<file path="config.mk">
export PLATFORM = sky130hd
export DESIGN_NAME = mcu_cmd_dispatch_flat
export DESIGN_NICKNAME = d
export VERILOG_FILES = /design/src/rtl/mcu_cmd_pkg.sv /design/src/rtl/mcu_cmd_dispatch_if.sv /design/src/rtl/mcu_cmd_timeout.sv /design/src/rtl/mcu_cmd_dispatch.sv /design/src/flat_wrapper.sv
export SDC_FILE = /design/constraint.sdc
export NUM_CORES = 1
export LEC_CHECK = 0
export CORE_MARGIN = 5
export CORE_UTILIZATION = 45
export CTS_BUF_LIST = sky130_fd_sc_hd__clkbuf_16
export DETAILED_ROUTE_END_ITERATION = 12
export GPL_ROUTABILITY_DRIVEN = 0
export PLACE_DENSITY = 0.8
export REMOVE_ABC_BUFFERS = 1
export SYNTH_ARGS = -nofsm -noshare
export SYNTH_HDL_FRONTEND = slang
export SYNTH_SLANG_ARGS = --single-unit
</file>
<file path="constraint.sdc">
create_clock -name clk -period 2.1 [get_ports clk]
set_input_delay 0.21 -clock clk [delete_from_list [all_inputs] [get_ports clk]]
set_output_delay 0.21 -clock clk [all_outputs]
set_load 0.005 [all_outputs]
</file>
<file path="src/rtl/mcu_cmd_pkg.sv">
// rtl/mcu_cmd_pkg.sv - shared types and constants for the MCU command dispatcher
package mcu_cmd_pkg;

  typedef enum logic [1:0] {
    ST_IDLE    = 2'd0,
    ST_SELECT  = 2'd1,
    ST_FORWARD = 2'd2,
    ST_DROP    = 2'd3
  } state_e;

  localparam logic [2:0] TGT_SYS = 3'd0;
  localparam logic [2:0] TGT_HID = 3'd1;
  localparam logic [2:0] TGT_SDC = 3'd2;
  localparam logic [2:0] TGT_OSD = 3'd3;

  localparam logic [7:0] NOTGT_BYTE_DEFAULT = 8'hFF;

  function automatic logic id_valid(input logic [2:0] id, input int num_targets);
    return int'(id) < num_targets;
  endfunction

endpackage

</file>
<file path="src/rtl/mcu_cmd_dispatch_if.sv">
// rtl/mcu_cmd_dispatch_if.sv - MCU-side and target-side byte bus of the dispatcher
interface mcu_cmd_dispatch_if #(
  parameter int NUM_TARGETS = 4
);

  logic                     mcu_strobe;
  logic                     mcu_start;
  logic [7:0]               mcu_din;
  logic [7:0]               mcu_dout;
  logic [NUM_TARGETS-1:0]   tgt_strobe;
  logic [NUM_TARGETS-1:0]   tgt_start;
  logic [7:0]               tgt_din;
  logic [8*NUM_TARGETS-1:0] tgt_dout;
  logic [NUM_TARGETS-1:0]   tgt_int;

  modport master (
    output mcu_strobe, mcu_start, mcu_din, tgt_dout, tgt_int,
    input  mcu_dout, tgt_strobe, tgt_start, tgt_din
  );

  modport slave (
    input  mcu_strobe, mcu_start, mcu_din, tgt_dout, tgt_int,
    output mcu_dout, tgt_strobe, tgt_start, tgt_din
  );

endinterface

</file>
<file path="src/rtl/mcu_cmd_timeout.sv">
// rtl/mcu_cmd_timeout.sv - idle counter that aborts a frame left open without strobes
module mcu_cmd_timeout
  import mcu_cmd_pkg::*;
#(
  parameter int TIMEOUT = 1_000_000
) (
  input  logic clk,
  input  logic reset_n,
  input  logic busy_i,
  input  logic strobe_i,
  output logic expire_o,
  output logic abort_o
);

  localparam int CW = (TIMEOUT > 2) ? $clog2(TIMEOUT) : 1;

  logic [CW-1:0] cnt_q, cnt_d;
  logic          abort_q, abort_d;

  // expire fires on the edge that would take the count to TIMEOUT-1; a strobe always wins
  always_comb begin
    expire_o = busy_i && !strobe_i && (cnt_q == CW'(TIMEOUT - 2));
    abort_d  = expire_o;
    cnt_d    = cnt_q;
    if (strobe_i || !busy_i || expire_o) begin
      cnt_d = '0;
    end else begin
      cnt_d = cnt_q + CW'(1);
    end
  end

  always_ff @(posedge clk) begin
    if (!reset_n) begin
      cnt_q   <= '0;
      abort_q <= 1'b0;
    end else begin
      cnt_q   <= cnt_d;
      abort_q <= abort_d;
    end
  end

  assign abort_o = abort_q;

endmodule

</file>
<file path="src/rtl/mcu_cmd_dispatch.sv">
// rtl/mcu_cmd_dispatch.sv - routes framed MCU bytes to one of NUM_TARGETS endpoints
module mcu_cmd_dispatch
  import mcu_cmd_pkg::*;
#(
  parameter int         NUM_TARGETS = 4,
  parameter int         TIMEOUT     = 1_000_000,
  parameter logic [7:0] NOTGT_BYTE  = NOTGT_BYTE_DEFAULT
) (
  input  logic                 clk,
  input  logic                 reset_n,
  mcu_cmd_dispatch_if.slave    bus,
  output logic                 int_out_n,
  output logic                 busy,
  output logic [2:0]           sel,
  output logic                 abort
);

  state_e                 state_q, state_d;
  logic [2:0]             sel_q, sel_d;
  logic                   first_fwd_q, first_fwd_d;
  logic [NUM_TARGETS-1:0] tgt_strobe_q, tgt_strobe_d;
  logic [NUM_TARGETS-1:0] tgt_start_q, tgt_start_d;
  logic [7:0]             tgt_din_q, tgt_din_d;
  logic [7:0]             mcu_dout_q, mcu_dout_d;
  logic                   int_n_q, int_n_d;
  logic [7:0]             reply;
  logic                   expire;

  mcu_cmd_timeout #(
    .TIMEOUT (TIMEOUT)
  ) u_timeout (
    .clk      (clk),
    .reset_n  (reset_n),
    .busy_i   (state_q != ST_IDLE),
    .strobe_i (bus.mcu_strobe),
    .expire_o (expire),
    .abort_o  (abort)
  );

  always_comb begin
    reply = NOTGT_BYTE;
    for (int k = 0; k < NUM_TARGETS; k++) begin
      if (int'(sel_q) == k) begin
        reply = bus.tgt_dout[8*k +: 8];
      end
    end
  end

  // a start strobe preempts everything, including an open frame and a pending timeout
  always_comb begin
    state_d      = state_q;
    sel_d        = sel_q;
    first_fwd_d  = first_fwd_q;
    tgt_strobe_d = '0;
    tgt_start_d  = '0;
    tgt_din_d    = tgt_din_q;
    mcu_dout_d   = (state_q == ST_FORWARD) ? reply : NOTGT_BYTE;
    int_n_d      = ~(|bus.tgt_int);

    if (bus.mcu_strobe && bus.mcu_start) begin
      state_d     = ST_SELECT;
      sel_d       = bus.mcu_din[2:0];
      first_fwd_d = 1'b0;
    end else if (expire) begin
      state_d = ST_IDLE;
    end else begin
      case (state_q)
        ST_SELECT: begin
          state_d     = id_valid(sel_q, NUM_TARGETS) ? ST_FORWARD : ST_DROP;
          first_fwd_d = 1'b1;
        end
        ST_FORWARD: begin
          if (bus.mcu_strobe) begin
            for (int k = 0; k < NUM_TARGETS; k++) begin
              if (int'(sel_q) == k) begin
                tgt_strobe_d[k] = 1'b1;
                tgt_start_d[k]  = first_fwd_q;
              end
            end
            tgt_din_d   = bus.mcu_din;
            first_fwd_d = 1'b0;
          end
        end
        default: begin
        end
      endcase
    end
  end

  always_ff @(posedge clk) begin
    if (!reset_n) begin
      state_q      <= ST_IDLE;
      sel_q        <= 3'd0;
      first_fwd_q  <= 1'b0;
      tgt_strobe_q <= '0;
      tgt_start_q  <= '0;
      tgt_din_q    <= 8'h00;
      mcu_dout_q   <= NOTGT_BYTE;
      int_n_q      <= 1'b1;
    end else begin
      state_q      <= state_d;
      sel_q        <= sel_d;
      first_fwd_q  <= first_fwd_d;
      tgt_strobe_q <= tgt_strobe_d;
      tgt_start_q  <= tgt_start_d;
      tgt_din_q    <= tgt_din_d;
      mcu_dout_q   <= mcu_dout_d;
      int_n_q      <= int_n_d;
    end
  end

  assign bus.tgt_strobe = tgt_strobe_q;
  assign bus.tgt_start  = tgt_start_q;
  assign bus.tgt_din    = tgt_din_q;
  assign bus.mcu_dout   = mcu_dout_q;
  assign int_out_n      = int_n_q;
  assign busy           = (state_q != ST_IDLE);
  assign sel            = sel_q;

endmodule

</file>
<file path="src/flat_wrapper.sv">
// flat-port wrapper written by rule: the top's interface ports become plain ports
module mcu_cmd_dispatch_flat import mcu_cmd_pkg::*;
#(
  parameter int         NUM_TARGETS = 4,
  parameter int         TIMEOUT     = 1_000_000,
  parameter logic [7:0] NOTGT_BYTE  = NOTGT_BYTE_DEFAULT
)
  (clk, reset_n, int_out_n, busy, sel, abort, bus_mcu_strobe, bus_mcu_start, bus_mcu_din, bus_tgt_dout, bus_tgt_int, bus_mcu_dout, bus_tgt_strobe, bus_tgt_start, bus_tgt_din);
  mcu_cmd_dispatch_if #(.NUM_TARGETS(NUM_TARGETS)) bus_i ();
  input  logic clk;
  input  logic reset_n;
  output logic int_out_n;
  output logic busy;
  output logic [2:0] sel;
  output logic abort;
  input wire logic [$bits(bus_i.mcu_strobe)-1:0] bus_mcu_strobe;
  input wire logic [$bits(bus_i.mcu_start)-1:0] bus_mcu_start;
  input wire logic [$bits(bus_i.mcu_din)-1:0] bus_mcu_din;
  input wire logic [$bits(bus_i.tgt_dout)-1:0] bus_tgt_dout;
  input wire logic [$bits(bus_i.tgt_int)-1:0] bus_tgt_int;
  output wire logic [$bits(bus_i.mcu_dout)-1:0] bus_mcu_dout;
  output wire logic [$bits(bus_i.tgt_strobe)-1:0] bus_tgt_strobe;
  output wire logic [$bits(bus_i.tgt_start)-1:0] bus_tgt_start;
  output wire logic [$bits(bus_i.tgt_din)-1:0] bus_tgt_din;
  assign bus_i.mcu_strobe = bus_mcu_strobe;
  assign bus_i.mcu_start = bus_mcu_start;
  assign bus_i.mcu_din = bus_mcu_din;
  assign bus_i.tgt_dout = bus_tgt_dout;
  assign bus_i.tgt_int = bus_tgt_int;
  assign bus_mcu_dout = bus_i.mcu_dout;
  assign bus_tgt_strobe = bus_i.tgt_strobe;
  assign bus_tgt_start = bus_i.tgt_start;
  assign bus_tgt_din = bus_i.tgt_din;
  mcu_cmd_dispatch #(.NUM_TARGETS(NUM_TARGETS), .TIMEOUT(TIMEOUT), .NOTGT_BYTE(NOTGT_BYTE)) u_core (.clk(clk), .reset_n(reset_n), .bus(bus_i), .int_out_n(int_out_n), .busy(busy), .sel(sel), .abort(abort));
endmodule
</file>
==> impl_metrics.env <==
export IMPL_max_slew_margin_rel_pct=61.6
export IMPL_timing_critical_path_required_ns=2.32
export IMPL_drt_antenna_violating_nets=0
export IMPL_via_density_per_instance=5.19
export IMPL_met2_length_microns=2800
export IMPL_area_growth_synth_to_final_pct=45.4
export IMPL_clock_insertion_delay_worst_skew_ns=0.29
export IMPL_cts_resized_gates=0
export IMPL_netlist_area_sq_um=2260
export IMPL_cts_hold_buffers_added=0
export IMPL_antenna_cells_inserted=0
export IMPL_p_seq_share_pct=48.0
export IMPL_initial_core_util_pct=47.1
export IMPL_start_kind="register"
export IMPL_ys_types=38
export IMPL_fin_crit_sh_pct=88.0
export IMPL_powerDensity_nw_per_um2=645
export IMPL_status="complete, no violations"
export IMPL_cp_slowest_cell="sky130_fd_sc_hd__nor4_1"
export IMPL_layout_filler_cells=407
export IMPL_clock_tree_htree_level_count=2
export IMPL_cp_slowest_stage_delay_ns=0.45
export IMPL_power_ir_vdd_worst_uv=379
export IMPL_report_final_setup_viol=0
export IMPL_synth_compound_gate_area_share_pct=13.1
export IMPL_netlist_instances=254
export IMPL_nets=386
export IMPL_drt_first_pass_iters=4
export IMPL_critical_path_top_delay_family="simple AND/OR/NAND/NOR gates"
export IMPL_numCtsBuffers=5
export IMPL_timing_final_max_slew_violations=0
export IMPL_multiInputGateArea_sq_um=1150
export IMPL_fp_coreArea_sq_um=4790
export IMPL_grt_pass1_vias=1944
export IMPL_grt_setup_unrepaired="no"
export IMPL_cts_setup_buffers=0
export IMPL_grt_antenna_before_repair=0
export IMPL_critPathCaptureType="register"
export IMPL_top_layer_used="met4"
export IMPL_clock_power_share_pct=42.5
export IMPL_final_layout_size_suffix_gt1_share_pct=5.39
export IMPL_detail_route_drc_violations=0
export IMPL_grt_use_total_pct=18.9
export IMPL_hold_violations=0
export IMPL_pwr_share_comb_pct=9.4
export IMPL_post_layout_total_power_mw=2.12
export IMPL_yosys_area_share_simple_pct=26.0
export IMPL_hold_path_class="register to register"
export IMPL_timing_setup_critical_path_class="register to register"
export IMPL_seqCellArea_sq_um=1040
export IMPL_synth_top_family_by_area="simple AND/OR/NAND/NOR gates"
export IMPL_tns_setup_ns=0
export IMPL_synth_avg_cell_area_sq_um=8.88
export IMPL_placementRows=25
export IMPL_final_period_minus_worst_setup_slack_ns=1.85
export IMPL_net_switching_power_uw=429
export IMPL_dpl_hpwl_microns=4580
export IMPL_port_buffers=77
export IMPL_fin_hold_ws_ns=0.450
export IMPL_internal_power_mw=1.69
export IMPL_ioPinCount=78
export IMPL_tritoncts_num_sinks=52
export IMPL_post_synth_xor_area_fraction_pct=5.44
export IMPL_die_w_microns=80.8
export IMPL_maximum_clock_rate_ghz=0.541
export IMPL_cts_root_buf="sky130_fd_sc_hd__clkbuf_16"
export IMPL_layout_commonest_cell="sky130_fd_sc_hd__clkdlybuf4s50_1"
export IMPL_synth_seq_area_share_pct=46.1
export IMPL_clock_tree_buffer_depth=2
export IMPL_post_synth_fa_ha_maj_area_fraction_pct=2.77
export IMPL_worst_path_clk_slew_ns=0.07
export IMPL_wire_per_inst_microns=14.8
export IMPL_register_bit_count_reported_by_yosys=52
export IMPL_crit_path_max_fanout=5
export IMPL_grt_overflow_total=0
export IMPL_timing_critical_path_buf_inv=0
export IMPL_timing_clock_skew_ns=0.00472
export IMPL_wl_met1_microns=2500
export IMPL_detailroute_wirelength_met3_microns=537
export IMPL_chipHeight_microns=80.8
export IMPL_drtIter0Drc=57
export IMPL_most_frequent_cells_in_the_layout="sky130_fd_sc_hd__clkdlybuf4s50_1 (77), sky130_fd_sc_hd__dfxtp_1 (52), sky130_fd_sc_hd__nand2_1 (38)"
export IMPL_timing_critical_path_arrival_ns=2.07
export IMPL_crit_path_cell_trace="ha_1 > nand4_1 > nor4_1 > or3b_1 > a21oi_1"
export IMPL_switching_share_of_power_pct=20.3
export IMPL_pin_count_of_the_biggest_net_entering_global_routing=21
export IMPL_die_area_sq_um=6530
export IMPL_grt_pass1_wl_microns=9530
export IMPL_reg2reg_slack_ns=0.25
export IMPL_num_vias=2080
export IMPL_cap_viol_max_count=0
export IMPL_synth_warning_count=0
export IMPL_synthMuxAreaShare_pct=3.55
export IMPL_worst_slew_pin_slew_ns=0.574
export IMPL_cts_tree="built"
export IMPL_detail_route_wirelength_microns=5950
export IMPL_power_leakage_nw=1.14
## routing by layer
| metal | vias to the layer above | GRT usage (%) |
|---|---|---|
| li1 | 1050 | - |
| met1 | 942 | 23.2 |
| met2 | 78 | 31.1 |
| met3 | 10 | 5.76 |
| met4 | 0 | 7.26 |
| met5 | - | 0 |
## worst min-delay path, delay by kind of cell, from the launching register on
kind,cells,cell delay [ns]
DFF,1,0.31
and+or+nand+nor,1,0.05
AOI/OAI and AO/OA,1,0.05
## Yosys cell counts, drive strengths merged
cell,number,area [sq um]
o311ai,1,8.76
and4,3,26.3
xor2,7,61.3
nor3,3,15.0
or2,3,18.8
dfxtp,52,1040
buf,1,5.00
nor2b,1,6.26
o41ai,3,26.3
and3,4,25.0
o31ai,2,15.0
nor2,23,86.3
o21ai,2,10.0
a21oi,14,70.1
and3b,2,17.5
nand2b,2,12.5
mux2i,8,80.1
or3,3,18.8
inv,6,22.5
nand2,38,143
or4,2,15.0
nand3,11,60.1
nor4bb,1,10.0
o211ai,10,75.1
or3b,1,8.76
nand4b,2,17.5
nor4,5,31.3
and2,2,12.5
clkbuf,11,41.3
nand3b,2,15.0
a21boi,12,90.1
ha,5,62.6
nand4,5,46.3
xnor2,7,61.3
## through the flow
| step | cell area [sq um] | worst slack [ns] | cells | util, % |
|---|---|---|---|---|
| finish | 3280 | 0.251 | 401 | 68.5 |
| global route | 3280 | 0.0898 | 401 | 68.5 |
| CTS | 3280 | 0.215 | 401 | 68.5 |
| detailed placement | 3120 | 0.235 | 393 | 65.1 |
| global placement | 3120 | 0.342 | 393 | 65.1 |
| floorplan | 2210 | 0.139 | 242 | - |
## worst paths after layout
check / from / to / depth (start not counted)
setup / recovery: u_core.u_timeout.cnt_q[0] / u_core.u_timeout.cnt_q[18] / 5
hold / removal: u_core.bus.tgt_din[3] / u_core.bus.tgt_din[3] / 2
setup reg to reg: u_core.u_timeout.cnt_q[0] / u_core.u_timeout.cnt_q[18] / 5
hold reg to reg: u_core.bus.tgt_din[3] / u_core.bus.tgt_din[3] / 2
## kinds of logic (layout without fill, tap and decap cells)
| logic type | Yosys count | count (layout) |
|---|---|---|
| AND/OR/NAND/NOR | 113 | 113 |
| flip-flops | 52 | 52 |
| AO/OA/AOI/OAI | 44 | 44 |
| buffers and inverters | 18 | 98 |
| XOR/XNOR | 14 | 14 |
| multiplexers | 8 | 8 |
| adder cells (fa/ha/maj) | 5 | 5 |
## registers in the layout, indices dropped and copies added, names as in the netlist
| name | cells |
|---|---|
| u_core.bus.tgt_strobe | 4 |
| u_core.sel | 3 |
| u_core.u_timeout.cnt_q | 20 |
| u_core.first_fwd_q | 1 |
| u_core.int_out_n | 1 |
| u_core.bus.tgt_start | 4 |
| u_core.u_timeout.abort_o | 1 |
| u_core.bus.tgt_din | 8 |
| u_core.bus.mcu_dout | 8 |
| u_core.state_q | 2 |
## power groups by stage
stage / clock network [mW] / logic [mW] / registers [mW]
final: 0.900 / 0.200 / 1.02
after global routing: 0.973 / 0.217 / 1.02
after CTS: 0.915 / 0.202 / 1.02
after detailed placement: 0 / 0.200 / 1.04
after global placement: 0 / 0.197 / 1.04
after floorplan: 0 / 0.0576 / 1.04
## cell type report
type,count,area share [%]
timing repair buffer,84,25.1
inverter,6,0.686
multi-input combinational,184,34.9
tap,67,2.56
clock buffer,5,3.81
sequential,52,31.7
clock inverter,3,1.18
(Power assumes the default switching activity.)
